## config.mk

```make
export PLATFORM = sky130hd
export DESIGN_NAME = video_out_fetch
export DESIGN_NICKNAME = d
export VERILOG_FILES = /design/src/rtl/video_out_fetch_pkg.sv /design/src/rtl/video_out_fetch.sv
export SDC_FILE = /design/constraint.sdc
export NUM_CORES = 1
export LEC_CHECK = 0
export BUFFER_PORTS_ARGS = -buffer_cell sky130_fd_sc_hd__buf_2
export CAP_MARGIN = 20
export CELL_PAD_IN_SITES_DETAIL_PLACEMENT = 0
export CELL_PAD_IN_SITES_GLOBAL_PLACEMENT = 1
export CORE_MARGIN = 2
export CORE_UTILIZATION = 45
export CTS_CLUSTER_DIAMETER = 30
export CTS_CLUSTER_SIZE = 14
export DETAILED_ROUTE_END_ITERATION = 16
export GPL_ROUTABILITY_DRIVEN = 1
export MAX_ROUTING_LAYER = met4
export PLACE_DENSITY_LB_ADDON = 0.1
export SYNTH_ARGS = -nofsm -noshare
export SYNTH_HDL_FRONTEND = slang
export SYNTH_SLANG_ARGS = --single-unit
```

## constraint.sdc

```tcl
create_clock -name clk -period 7.3 [get_ports clk]
set_input_delay 0.73 -clock clk [delete_from_list [all_inputs] [get_ports clk]]
set_output_delay 0.73 -clock clk [all_outputs]
set_load 0.01 [all_outputs]
```

## src/rtl/video_out_fetch_pkg.sv

```systemverilog
// Shared types and constants for the video-out frame fetch path.
package video_out_pkg;

  typedef enum logic [1:0] {
    WAIT_ADDR = 2'd0,
    WAIT_ROOM = 2'd1,
    READ      = 2'd2,
    FRAME_END = 2'd3
  } state_t;

  localparam int FRAME_WORDS = 640 * 480 / 4;
  localparam int WCNT_W      = $clog2(FRAME_WORDS + 1);
  localparam logic [3:0] WB_SEL = 4'hf;

  function automatic int frame_words(input int width, input int height);
    return width * height / 4;
  endfunction

endpackage

```

## src/rtl/video_out_fetch.sv

```systemverilog
// Wishbone read master: fetches one stored frame from RAM in FIFO-gated
// bursts and pushes it into the video-out FIFO, then pulses frame-done.
module video_out_fetch
  import video_out_pkg::*;
#(
  parameter int p_WIDTH  = 640,
  parameter int p_HEIGHT = 480,
  parameter int BURST    = 16,
  parameter int IRQ_LEN  = 3
) (
  input  logic        clk,
  input  logic        nRST,
  input  logic [31:0] wb_reg_ctr,
  input  logic [31:0] wb_reg_data,
  input  logic [7:0]  fifo_room,
  output logic        fifo_wr,
  output logic [31:0] fifo_data,
  output logic        interrupt,
  output logic        bus_error,
  output logic        p_wb_CYC_O,
  output logic        p_wb_STB_O,
  output logic        p_wb_LOCK_O,
  output logic        p_wb_WE_O,
  output logic [3:0]  p_wb_SEL_O,
  output logic [31:0] p_wb_ADR_O,
  input  logic [31:0] p_wb_DAT_I,
  input  logic        p_wb_ACK_I,
  input  logic        p_wb_ERR_I
);

  localparam int LP_FRAME_WORDS = frame_words(p_WIDTH, p_HEIGHT);
  localparam int BCNT_W = $clog2(BURST + 1);
  localparam int IRQ_W  = $clog2(IRQ_LEN + 1);
  localparam logic [WCNT_W-1:0] LAST_WORD = WCNT_W'(LP_FRAME_WORDS - 1);
  localparam logic [BCNT_W-1:0] BURST_LEN = BCNT_W'(BURST);
  localparam logic [IRQ_W-1:0]  IRQ_LAST  = IRQ_W'(IRQ_LEN - 1);

  state_t             state;
  logic               ctr0_q;
  logic               new_addr;
  logic [31:0]        addr_in;
  logic [31:0]        base;
  logic [31:0]        pending_base;
  logic               pending;
  logic [WCNT_W-1:0]  word_cnt;
  logic [BCNT_W-1:0]  burst_cnt;
  logic [IRQ_W-1:0]   irq_cnt;
  logic               resp;
  logic               unused_bits;

  assign new_addr = wb_reg_ctr[0] & ~ctr0_q;
  assign addr_in  = {wb_reg_data[31:2], 2'b00};
  // ACK together with ERR is treated as ERR; responses outside READ are dropped.
  assign resp     = (state == READ) & p_wb_STB_O & (p_wb_ACK_I | p_wb_ERR_I);

  assign p_wb_LOCK_O = 1'b0;
  assign p_wb_WE_O   = 1'b0;
  assign p_wb_SEL_O  = WB_SEL;
  assign unused_bits = ^{wb_reg_ctr[31:1], wb_reg_data[1:0]};

  always_ff @(posedge clk or negedge nRST) begin
    if (!nRST) begin
      state        <= WAIT_ADDR;
      ctr0_q       <= 1'b0;
      base         <= '0;
      pending_base <= '0;
      pending      <= 1'b0;
      word_cnt     <= '0;
      burst_cnt    <= '0;
      irq_cnt      <= '0;
      fifo_wr      <= 1'b0;
      fifo_data    <= '0;
      interrupt    <= 1'b0;
      bus_error    <= 1'b0;
      p_wb_CYC_O   <= 1'b0;
      p_wb_STB_O   <= 1'b0;
      p_wb_ADR_O   <= '0;
    end else begin
      ctr0_q  <= wb_reg_ctr[0];
      fifo_wr <= 1'b0;
      case (state)
        WAIT_ADDR: begin
          if (new_addr) begin
            base      <= addr_in;
            word_cnt  <= '0;
            bus_error <= 1'b0;
            state     <= WAIT_ROOM;
          end
        end
        WAIT_ROOM: begin
          if ({24'd0, fifo_room} >= 32'(BURST)) begin
            burst_cnt  <= BURST_LEN;
            p_wb_ADR_O <= base + 32'({word_cnt, 2'b00});
            p_wb_CYC_O <= 1'b1;
            p_wb_STB_O <= 1'b1;
            state      <= READ;
          end
        end
        READ: begin
          if (resp) begin
            fifo_wr    <= 1'b1;
            fifo_data  <= p_wb_ERR_I ? '0 : p_wb_DAT_I;
            if (p_wb_ERR_I) bus_error <= 1'b1;
            word_cnt   <= word_cnt + WCNT_W'(1);
            burst_cnt  <= burst_cnt - BCNT_W'(1);
            p_wb_ADR_O <= p_wb_ADR_O + 32'd4;
            if (burst_cnt == BCNT_W'(1)) begin
              p_wb_CYC_O <= 1'b0;
              p_wb_STB_O <= 1'b0;
              if (word_cnt == LAST_WORD) begin
                state     <= FRAME_END;
                interrupt <= 1'b1;
                irq_cnt   <= '0;
              end else begin
                state <= WAIT_ROOM;
              end
            end
          end
        end
        FRAME_END: begin
          irq_cnt <= irq_cnt + IRQ_W'(1);
          if (irq_cnt == IRQ_LAST) begin
            interrupt <= 1'b0;
            if (pending) begin
              base      <= pending_base;
              pending   <= 1'b0;
              word_cnt  <= '0;
              bus_error <= 1'b0;
              state     <= WAIT_ROOM;
            end else begin
              state <= WAIT_ADDR;
            end
          end
        end
        default: state <= WAIT_ADDR;
      endcase
      // Placed after the case so an edge coinciding with the pending hand-over is kept.
      if (new_addr && state != WAIT_ADDR) begin
        pending_base <= addr_in;
        pending      <= 1'b1;
      end
    end
  end

endmodule

```

## Yosys cells after proc, flatten, opt, wreduce, memory -nomap -nowiden

Cells that the tools add are included.

| cells by class | value |
|---|---|
| add/sub/neg operators | 5 |
| $lt $le $gt $ge | 1 |
| eq/ne operators | 14 |
| muxes and demuxes | 47 |
| bitwise operators | 5 |
| reductions and logical operators | 19 |

Operators with widths:

| kind | number |
|---|---|
| 2-to-1 mux 32 bit | 6 |
| case mux 32 bit (2 select lines) | 2 |
| 2-to-1 mux 17 bit | 4 |
| case mux 17 bit (3 select lines) | 1 |
| adder 32 x 19 -> 32 bit | 1 |
| adder 32 x 3 -> 32 bit, second input constant | 1 |
| 2-to-1 mux 2 bit | 9 |
| adder 17 x 1 -> 17 bit, second input constant | 1 |
| == test 17 bit, second input constant | 1 |
| 2-to-1 mux 1 bit | 17 |
| AND reduction 5 bit | 3 |
| != test 2 bit, second input constant | 6 |
| AND reduction 4 bit | 3 |
| nonzero test 2 bit | 6 |
| 2-to-1 mux 5 bit | 2 |
| case mux 5 bit (2 select lines) | 1 |
| >= comparator 8 x 5 -> 1 bit, second input constant | 1 |
| case mux 2 bit (4 select lines) | 1 |
| == test 2 bit, second input constant | 3 |
| AND reduction 6 bit | 1 |
| == test 5 x 1 -> 1 bit, second input constant | 1 |
| subtractor 5 x 1 -> 5 bit, second input constant | 1 |
| != test 2 x 1 -> 1 bit, second input constant | 2 |
| case mux 1 bit (2 select lines) | 2 |
| 12 further kinds | 15 |

| storage, ports and cells | value |
|---|---|
| register bits after elaboration | 158 |
| input port bits | 108 |
| output and inout port bits | 75 |
| logic and storage cells | 105 |

## Longest topological paths before layout

Gate-level depths: netlist of run 1.

| logic depth | value |
|---|---|
| depth in word-level cells | 5 |
| depth in mapped cells | 11 |
| mapped depth without buffers | 9 |

## Least setup slack after synthesis of run 1

OpenSTA, ideal clock, no wires.

| path | value |
|---|---|
| kind | reg-to-reg |
| start | reg word_cnt[0] |
| end | reg p_wb_ADR_O[30] |
| setup time | 0.138 ns |
| data arrival time | 2.346 ns |
| required time | 7.162 ns |
| path slack | 4.817 ns |
| stages on the path, launching flop included | 10 |
| buffers on the path | 0 |
| clock period less this slack | 2.483 ns |
| path through | dfrtp_1 > ha_1 > fa_1 > a21o_1 > a221oi_2 > a221oi_2 > a21oi_2 > nor3b_2 > xnor2_1 > o22ai_1 |

| between the ends | value |
|---|---|
| longest elaborated chain between the ends | 3 |

Ends and longest elaborated chain:

| item | line | RTL |
|---|---|---|
| start: declaration | video_out_fetch.sv:45 | `logic [WCNT_W-1:0] word_cnt;` |
| start signal: assignment | video_out_fetch.sv:104 | `word_cnt <= word_cnt + WCNT_W'(1);` |
| adder 32 x 19 -> 32 bit | video_out_fetch.sv:93 | `p_wb_ADR_O <= base + 32'({word_cnt, 2'b00});` |
| 2-to-1 mux 32 bit | video_out_fetch.sv:91 | `if ({24'd0, fifo_room} >= 32'(BURST)) begin` |
| case mux 32 bit (2 select lines) | video_out_fetch.sv:81 | `case (state)` |
| end signal: assignment | video_out_fetch.sv:93 |  |
| end signal: assignment | video_out_fetch.sv:106 | `p_wb_ADR_O <= p_wb_ADR_O + 32'd4;` |
| end: declaration | video_out_fetch.sv:25 | `output logic [31:0] p_wb_ADR_O,` |

No other way between the ends. The select of a mux whose other input is x is not followed.
A chain may end at the register's enable or synchronous reset.

## Final worst setup path of run 1

| path | value |
|---|---|
| start | reg word_cnt[0] |
| end | reg p_wb_ADR_O[20] |

The elaborated chain is that of the path after synthesis.

==> results.yml, run 1 <==
placement:
  finalWeightedCongestion: 0.866
  placedCellCount: 1235
  portBuffers: 137
  postPlaceCellArea_sq_um: 9290
  dp_hpwl_mm: 14.0
  place_ws_ns: 4.21
global_route:
  grt_pass1_wl_mm: 33.4
  use_met2_pct: 30.6
  grtUsageMet3_pct: 3.70
  antenna_found_initial: 0
  grt_pass1_vias: 6227
  grt_use_total_pct: 21.6
  grt_max_degree: 83
  grt_use_met1_pct: 31.8
  overflow: 0
  grt_busiest_layer: "met1"
drt:
  drt_iter0_drc: 475
  wl_per_cell_um: 16.2
  num_vias: 6863
  dr.pass1.iters: 5
  wl_mm: 20.5
  antenna_left: 0
  via_per_inst: 5.42
  drc: 0
synth:
  async_flop_share_pct: 100
  ys_ff_latch: 154
  synth-edff-count: 0
  synth_area_sq_um: 8470
  seq_area_frac_synth_pct: 45.5
  yosys-top-cells-area: "dfrtp_1, a21oi_1, nand2_1"
  synth_area_leader_cell: "dfrtp_1"
  syn_avg_cell_area_sq_um: 9.33
  yosysWarningCount: 0
  synth_ff_type: "dfrtp_1"
  yosys.area.top_type_share_pct: 45.5
  syn-instance-count: 908
  yosysUniqueCellTypes: 66
timing:
  fin_crit_sh_pct: 40.3
  max-slew-margin-rel_pct: 33.7
  max_freq_mhz: 340
  worst_slack_ns: 4.36
  maxSlewViolCount: 0
  hold_ws_ns: 0.346
  min_period_ns: 2.94
  skew_ns: 0.00925
  final_hold_viol_count: 0
  finalSetupViolations: 0
  rsz0062_at_grt: "false"
  tns_ns: 0
  worst_pin_slew_ns: 0.995
layout:
  regArea_sq_um: 3850
  antennaDiodeCount: 0
  design_area_sq_um: 9920
  drive_above_1_share_pct: 22.1
  layout_common_cells: "dfrtp_1, buf_2, nand2_1"
  multiInputGateArea_sq_um: 4320
  instances_no_fill: 1266
  nets: 1151
  fillers: 1767
  final_core_util_pct: 53.4
  area_delta_synth_final_pct: 17.1
  layout_commonest_cell: "dfrtp_1"
cts:
  cts_setup_buffers: 0
  cts-root-buf: "clkbuf_16"
  cts_sinks: 154
  clock_path_buffers: 2
  path_clk_slew_ns: 0.06
  cts-resized-gates: 0
  hold_buffers: 0
  cts_buffers: 17
  cts_tree: "yes"
  htree_levels: 4
  clk-insertion-delay-late_ns: 0.43
run:
  maxCapViolCount: 0
power:
  peakVddDrop_mv: 0.164
  finalPower_mw: 1.98
  power_density_nw_per_um2: 200
  leakage_nw: 4.64
setup_path:
  required_ns: 7.60
  slowest_stage: "a221oi_2"
  rr_endpoint: "p_wb_ADR_O[20]"
  r2r-start: "word_cnt[0]"
  r2r_cells: 9
  path_buf_inv: 0
  worstSetupPathType: "flip-flop to flip-flop"
  end_kind: "flip-flop"
  crit_path_max_incr_delay_ns: 0.47
  crit_path_start_kind: "flip-flop"
  crit_top_cell: "a221oi_2"
  path_delay_family: "compound AO/OA/AOI/OAI gates"
  path_max_fanout: 7
  path_cells: "ha_1 -> fa_1 -> a21o_1 -> a221oi_2 -> a221oi_2 -> a21oi_2 -> nor2b_1 -> xnor2_1 -> a21oi_1"
  reg2reg_setup_slack_ns: 4.36
  crit_arrival_ns: 3.24
floorplan:
  dieHeight_um: 141
  row_count: 50
  ios: 183
  core_area_sq_um: 18600
  die_w_um: 141
  start_util_pct: 45.6
  die_area_sq_um: 19900
outcome:
  run_status: "completed"
min_path:
  hp-class: "primary input to async pin"
[synth_stat cells (3+ instances only)]
cell	n
nand2b_1	3
and2_1	8
buf_4	10
o21ai_0	26
a31oi_1	12
o211ai_1	7
clkbuf_1	20
a21o_1	11
nand3b_1	35
nand3_1	24
nor4_1	5
and4_1	3
mux2_2	30
nor2b_1	6
and3_1	17
nor3_1	15
o21a_1	7
o22ai_1	7
nor2_1	81
xor2_1	17
dfrtp_1	154
nand4_1	14
nor3b_1	5
buf_1	7
buf_2	24
a21oi_1	101
o21ai_1	8
nand2_1	123
a211oi_1	3
mux2i_1	31
xnor2_1	21
inv_1	11
ha_1	22
[flip-flops by register name (all words and copies together) (netlist names)]
name and count:
fifo_wr 1, ctr0_q 1, word_cnt 17, state 2, pending 1, p_wb_ADR_O 30, bus_error 1, p_wb_STB_O 1
fifo_data 32, pending_base 30, base 30, interrupt 1, irq_cnt 2, burst_cnt 5
[area by class of cell]
cell class	instances	area share, %
clock buffer	18	4.43
clock inverter	13	1.94
inverter	11	0.416
multi-input combinational	688	43.6
sequential	154	38.9
tap	234	2.95
timing repair buffer	148	7.81
[worst max-delay path by stage]
stage           startpoint        endpoint  cells past startpoint
3_3_place_gp    p_wb_ERR_I  p_wb_ADR_O[10]                     10
6_report       word_cnt[0]  p_wb_ADR_O[20]                      9
2_1_floorplan  word_cnt[0]  p_wb_ADR_O[30]                      9
3_5_place_dp    p_wb_ERR_I  p_wb_ADR_O[31]                     10
5_1_grt        word_cnt[0]  p_wb_ADR_O[20]                      9
4_1_cts        word_cnt[0]  p_wb_ADR_O[20]                      9
[cells by family after synthesis]
logic type	after synthesis	share of synthesized area, %
other	2	0.0887
buffers and inverters	72	3.99
xor gates and xnor gates	38	3.93
DFF	154	45.5
and+or+nand+nor	350	20.3
AOI/OAI and AO/OA	208	15.1
muxes	61	7.65
adders and majority gates	23	3.49
[report_power, final]
group	switching, mW	internal, mW
logic	0.0603	0.0567
clock network	0.374	0.583
registers	0.0211	0.887
total	0.455	1.53
[layer usage]
layer | routed length [um] | vias up | share of wire (%)
met1 | 10400 | 3221 | 51
met2 | 8750 | 189 | 43
li1 | - | 3431 | -
met5 | 0 | - | 0
met4 | 282 | 0 | 1.4
met3 | 1040 | 22 | 5.0
Note: power is estimated with default switching activity, not from simulation.
==> inputs of run 2 (changes only) <==
--- a/config.mk
+++ b/config.mk
@@ -5,12 +5,13 @@
 export SDC_FILE = /design/constraint.sdc
 export NUM_CORES = 1
 export LEC_CHECK = 0
+export ABC_AREA = 1
 export BUFFER_PORTS_ARGS = -buffer_cell sky130_fd_sc_hd__buf_2
 export CAP_MARGIN = 20
 export CELL_PAD_IN_SITES_DETAIL_PLACEMENT = 0
 export CELL_PAD_IN_SITES_GLOBAL_PLACEMENT = 1
 export CORE_MARGIN = 2
-export CORE_UTILIZATION = 45
+export CORE_UTILIZATION = 36
 export CTS_CLUSTER_DIAMETER = 30
 export CTS_CLUSTER_SIZE = 14
 export DETAILED_ROUTE_END_ITERATION = 16
==> constraint.sdc (replaced) <==
create_clock -name clk -period 2.7 [get_ports clk]
set_input_delay 0.27 -clock clk [delete_from_list [all_inputs] [get_ports clk]]
set_output_delay 0.27 -clock clk [all_outputs]
set_load 0.01 [all_outputs]
==> results.yml, run 2 <==
synth:
  yosys-top-cells-area: "dfrtp_1, nand2_1, nand3_1"
  yosysMostFrequentCell: "nand2_1"
  syn-instance-count: 1342
  synth_area_sq_um: 9430
  yosys.area.top_type_share_pct: 40.9
  synth-edff-count: 0
  async_flop_share_pct: 100
  synth_area_leader_cell: "dfrtp_1"
  yosysUniqueCellTypes: 38
  yosysWarningCount: 0
  seq_area_frac_synth_pct: 40.9
  syn_avg_cell_area_sq_um: 7.02
  ys_top_cells_by_count: "nand2_1, dfrtp_1, nor2_1"
  ys_ff_latch: 154
  synth_ff_type: "dfrtp_1"
drt:
  dr.pass1.iters: 5
  routed.top_layer: "met4"
  num_vias: 8934
  via_per_inst: 4.91
  drt_iter0_drc: 573
  dr_wl_met2_mm: 12.6
  met3WireLength_um: 996
  met1_length_mm: 14.3
  wl_mm: 28.4
  drc: 0
  antenna_left: 0
  wl_per_cell_um: 15.6
placement:
  portBuffers: 137
  place_ws_ns: 0.246
  dp_hpwl_mm: 21.0
  finalWeightedCongestion: 0.915
  postPlaceCellArea_sq_um: 10500
layout:
  antennaDiodeCount: 0
  design_area_sq_um: 11100
  nets: 1602
  area_delta_synth_final_pct: 17.8
  layout_common_cells: "nand2_1, dfrtp_1, buf_2"
  top_register: "fifo_data"
  largest_reg_flops: 32
  layout_commonest_cell: "nand2_1"
  drive_above_1_share_pct: 14.2
min_path:
  hold_depth: 3
  hp-class: "primary input to flip-flop"
  hold_path.startpoint: "p_wb_DAT_I[24]"
timing:
  skew_ns: 0.0129
  hold_ws_ns: 0.0557
  max-slew-margin-rel_pct: 46.9
  maxSlewViolCount: 0
  worst_slack_ns: 0.264
  finalSetupViolations: 0
  final_hold_viol_count: 0
  rsz0062_at_grt: "false"
  tns_ns: 0
  max_freq_mhz: 411
  fin_crit_sh_pct: 90.2
  min_period_ns: 2.44
  worst_pin_slew_ns: 0.796
setup_path:
  crit_arrival_ns: 2.76
  worstSetupPathType: "flip-flop to flip-flop"
  path_max_fanout: 40
  reg2reg_setup_slack_ns: 0.26
  r2r-start: "state[1]"
  end_kind: "flip-flop"
  required_ns: 3.02
  r2r_cells: 10
  crit_start: "state[1]"
  crit_path_start_kind: "flip-flop"
floorplan:
  core_area_sq_um: 25900
  start_util_pct: 36.4
  ios: 183
  die_w_um: 166
  die_area_sq_um: 27500
  row_count: 59
  dieHeight_um: 166
cts:
  htree_levels: 4
  cts_tree: "yes"
  clock_path_buffers: 2
  cts_buffers: 17
  clk-insertion-delay-late_ns: 0.43
  path_clk_slew_ns: 0.07
  cts_sinks: 154
  cts-root-buf: "clkbuf_16"
global_route:
  antenna_found_initial: 0
  overflow: 0
  grt_max_degree: 64
  grt_pass1_vias: 8380
  grt_pass1_wl_mm: 45.8
  grt_use_total_pct: 21.4
power:
  finalPower_mw: 12.1
  leakage_nw: 5.72
  peakVddDrop_mv: 0.569
  power_density_nw_per_um2: 1090
run:
  maxCapViolCount: 0
outcome:
  run_status: "completed"
[run 2: changes by cell type after synthesis, moves of 13 or more]
cell,previous run,this run
nand3_1,24,105
inv_1,11,133
nand2_1,123,435
mux2i_1,31,0
a21oi_1,101,47
mux2_2,30,4
o21ai_0,26,98
and3_1,17,1
nor2_1,81,134
xnor2_1,21,4
mux2_1,0,13
nand3b_1,35,12
[run 2: final cells by class]
type,instances,area [sq um]
fillers,2754,14800
multi-input cells,999,4820
flip-flops and latches,154,3850
repair buffers,159,887
inverters,140,526
clock buffers,17,425
well taps,335,419
clock inverters,15,179
[run 2: timing repair]
| action | in CTS | in global routing |
|---|---|---|
| setup buffers | 0 | 0 |
| hold buffers | 2 | 0 |
| hold endpoints to repair | 52 | 0 |
| gates resized for setup | 0 | 0 |
[run 2: power by group]
part / internal (mW) / switching [mW]
clock: 1.40 / 1.12
sequential: 3.28 / 0.847
combinational: 1.87 / 3.54
[run 2: worst max-delay path, cell delays in order, from the launching register on]
cell and delay (ns):
dfrtp_1 0.46, inv_2 0.11, nor2_4 0.09, inv_2 0.10, nor2_4 0.04, o21ai_2 0.62
inv_2 0.52, nand3_1 0.21, nor2_1 0.05, nor2_1 0.08, nand2_1 0.05
[run 2: stage by stage]
stage / instances / util, %
global route: 1819 / 42.9
CTS: 1819 / 42.9
finish: 1819 / 42.9
floorplan: 1348 / -
detailed placement: 1785 / 40.5
global placement: 1785 / 40.5
[run 2: final timing paths]
| kind | to |
|---|---|
| max in group asynchronous | base[13] |
| worst min-delay path | fifo_data[24] |
| min in group asynchronous | p_wb_ADR_O[20] |
| worst max register to register | burst_cnt[4] |
| worst min register to register | pending_base[25] |
| worst max-delay path | burst_cnt[4] |
[run 2: logic make-up after synthesis]
logic type / count (synthesis) / synth area share, %
xor+xnor: 20 / 1.86
fa+ha+maj: 23 / 3.13
flops: 154 / 40.9
compound gates: 198 / 11.4
buf+inv: 195 / 8.34
mux: 17 / 2.03
simple gates: 733 / 32.3
other cells: 2 / 0.0797
[run 2: metal layers]
metal,track usage [%],vias up
met5,-,-
met4,6.05,0
met3,2.98,33
met2,32.0,179
met1,30.3,4135
li1,-,4587
==> inputs of run 3 (changes only) <==
--- a/config.mk
+++ b/config.mk
@@ -11,13 +11,14 @@
 export CELL_PAD_IN_SITES_DETAIL_PLACEMENT = 0
 export CELL_PAD_IN_SITES_GLOBAL_PLACEMENT = 1
 export CORE_MARGIN = 2
-export CORE_UTILIZATION = 36
+export CORE_UTILIZATION = 25
 export CTS_CLUSTER_DIAMETER = 30
 export CTS_CLUSTER_SIZE = 14
 export DETAILED_ROUTE_END_ITERATION = 16
 export GPL_ROUTABILITY_DRIVEN = 1
 export MAX_ROUTING_LAYER = met4
 export PLACE_DENSITY_LB_ADDON = 0.1
+export SETUP_SLACK_MARGIN = 0.4
 export SYNTH_ARGS = -nofsm -noshare
 export SYNTH_HDL_FRONTEND = slang
 export SYNTH_SLANG_ARGS = --single-unit
==> constraint.sdc (replaced) <==
create_clock -name clk -period 2.7 [get_ports clk]
set_input_delay 0.54 -clock clk [delete_from_list [all_inputs] [get_ports clk]]
set_output_delay 0.54 -clock clk [all_outputs]
set_load 0.01 [all_outputs]
==> results.yml, run 3 (synthesis results as in run 2) <==
layout:
  antennaDiodeCount: 0
  layout_common_cells: "nand2_1, dfrtp_1, buf_2"
  top_register: "fifo_data"
  drive_above_1_share_pct: 15.4
  largest_reg_flops: 32
  nets: 1603
  layout_commonest_cell: "nand2_1"
  instances_no_fill: 1995
  design_area_sq_um: 11400
  regArea_sq_um: 3850
  final_core_util_pct: 30.6
  multiInputGateArea_sq_um: 4870
  fillers: 4173
  area_delta_synth_final_pct: 21.3
setup_path:
  path_delay_family: "simple AND/OR/NAND/NOR gates"
  path_buf_inv: 1
  crit_top_cell: "nand2_1"
  r2r-start: "word_cnt[7]"
  r2r_cells: 10
  crit_path_start_kind: "flip-flop"
  rr_endpoint: "p_wb_ADR_O[15]"
  cp.depth: 10
  slowest_stage: "ha_1"
  reg2reg_setup_slack_ns: 0.48
  crit_arrival_ns: 2.59
  end_kind: "flip-flop"
  path_cells: "ha_1 -> nand2_1 -> nor2_2 -> nand2_1 -> inv_1 -> nand2_1 -> nand2_1 -> xor2_1 -> nand2_1 -> a21oi_1"
  required_ns: 3.07
  path_max_fanout: 4
  crit_path_max_incr_delay_ns: 0.44
  worstSetupPathType: "flip-flop to flip-flop"
timing:
  max_freq_mhz: 451
  min_period_ns: 2.22
  worst_slack_ns: 0.482
  final_hold_viol_count: 0
  fin_crit_sh_pct: 82.1
  tns_ns: 0
  worst_pin_slew_ns: 0.958
  rsz0062_at_grt: "true"
  skew_ns: 0.0103
  maxSlewViolCount: 0
  max-slew-margin-rel_pct: 36.1
  finalSetupViolations: 0
drt:
  drc: 0
  antenna_left: 0
  dr.pass1.iters: 5
  drt_iter0_drc: 422
  via_per_inst: 4.42
  wl_per_cell_um: 15.6
  num_vias: 8822
  wl_mm: 31.2
power:
  seq_power_share_pct: 33.7
  internal-power_mw: 6.81
  swShare_pct: 45.0
  peakVddDrop_mv: 0.428
  leakage_nw: 5.76
  power_density_nw_per_um2: 1080
  combPwrFrac_pct: 44.7
  clkPwrFrac_pct: 21.6
  switching_power_mw: 5.58
global_route:
  grt_pass1_vias: 8449
  grt_pass1_wl_mm: 48.9
  grt_busiest_layer: "met2"
  grt_max_degree: 71
  grtUsageMet3_pct: 2.66
  overflow: 0
  grt_use_met1_pct: 23.8
  antenna_found_initial: 0
  grt_use_total_pct: 16.9
  use_met2_pct: 24.6
placement:
  postPlaceCellArea_sq_um: 10700
  place_ws_ns: 0.366
  dp_hpwl_mm: 23.6
  placedCellCount: 1963
  portBuffers: 137
  finalWeightedCongestion: 0.868
cts:
  cts_setup_buffers: 0
  cts-root-buf: "clkbuf_16"
  path_clk_slew_ns: 0.07
  htree_levels: 4
  cts_tree: "yes"
  cts_buffers: 17
  clock_path_buffers: 2
  clk-insertion-delay-late_ns: 0.45
  cts_sinks: 154
floorplan:
  dieHeight_um: 198
  die_area_sq_um: 39300
  ios: 183
  core_area_sq_um: 37400
  start_util_pct: 25.2
  row_count: 71
  die_w_um: 198
min_path:
  min_to: "ctr0_q"
  hold_depth: 1
  hold_path.startpoint: "wb_reg_ctr[0]"
  hp-class: "primary input to flip-flop"
run:
  maxCapViolCount: 0
outcome:
  run_status: "completed"
-- run 3: cell types whose count changed in the layout (fill, tap and decap cells not counted), moves of 3 or more --
cell / change
clkinv_4: +3
ha_1: -8
ha_2: +8
inv_6: -4
nor2_1: -4
nor2_2: +4
-- run 3: timing repair --
action                                  CTS  global route
hold endpoints to repair                 12             0
endpoints found under the setup margin    7            21
resized for setup                         3            18
hold buffers                              1             0
-- run 3: worst max path at each step --
stage | from | end | slack, ns
after floorplan | word_cnt[0] | p_wb_ADR_O[14] | 0.70
after global placement | word_cnt[0] | p_wb_ADR_O[12] | 0.38
after detailed placement | word_cnt[0] | p_wb_ADR_O[12] | 0.37
after CTS | word_cnt[0] | p_wb_ADR_O[24] | 0.42
after global routing | word_cnt[14] | p_wb_ADR_O[31] | 0.33
final | word_cnt[7] | p_wb_ADR_O[15] | 0.48
-- run 3: through the flow --
| step | total power, mW | hold slack, ns |
|---|---|---|
| 2_1_floorplan | 7.67 | 0.244 |
| 3_3_place_gp | 9.77 | 0.392 |
| 3_5_place_dp | 9.82 | 0.391 |
| 4_1_cts | 12.6 | 0.179 |
| 5_1_grt | 13.6 | 0.201 |
| 6_report | 12.4 | 0.209 |
-- run 3: power groups by stage --
| stage | sequential [mW] | combinational, mW | clock, mW |
|---|---|---|---|
| 2_1_floorplan | 4.12 | 3.55 | 0 |
| 4_1_cts | 4.19 | 5.63 | 2.78 |
| 5_1_grt | 4.34 | 6.38 | 2.86 |
| 6_report | 4.17 | 5.54 | 2.68 |
| 3_5_place_dp | 4.23 | 5.60 | 0 |
| 3_3_place_gp | 4.20 | 5.56 | 0 |
-- run 3: layout make-up --
cell class | count | share of cell area (%)
Clock inverter | 12 | 1.66
Inverter | 140 | 4.62
Tap cell | 511 | 5.59
Timing Repair Buffer | 160 | 7.91
Clock buffer | 19 | 3.96
Multi-Input combinational cell | 999 | 42.6
Sequential cell | 154 | 33.7
-- run 3: routing by layer --
metal	share of wire, %	up-vias
met5	0	-
met4	1.5	0
met3	3.4	22
met2	43	144
met1	52	4062
li1	-	4594
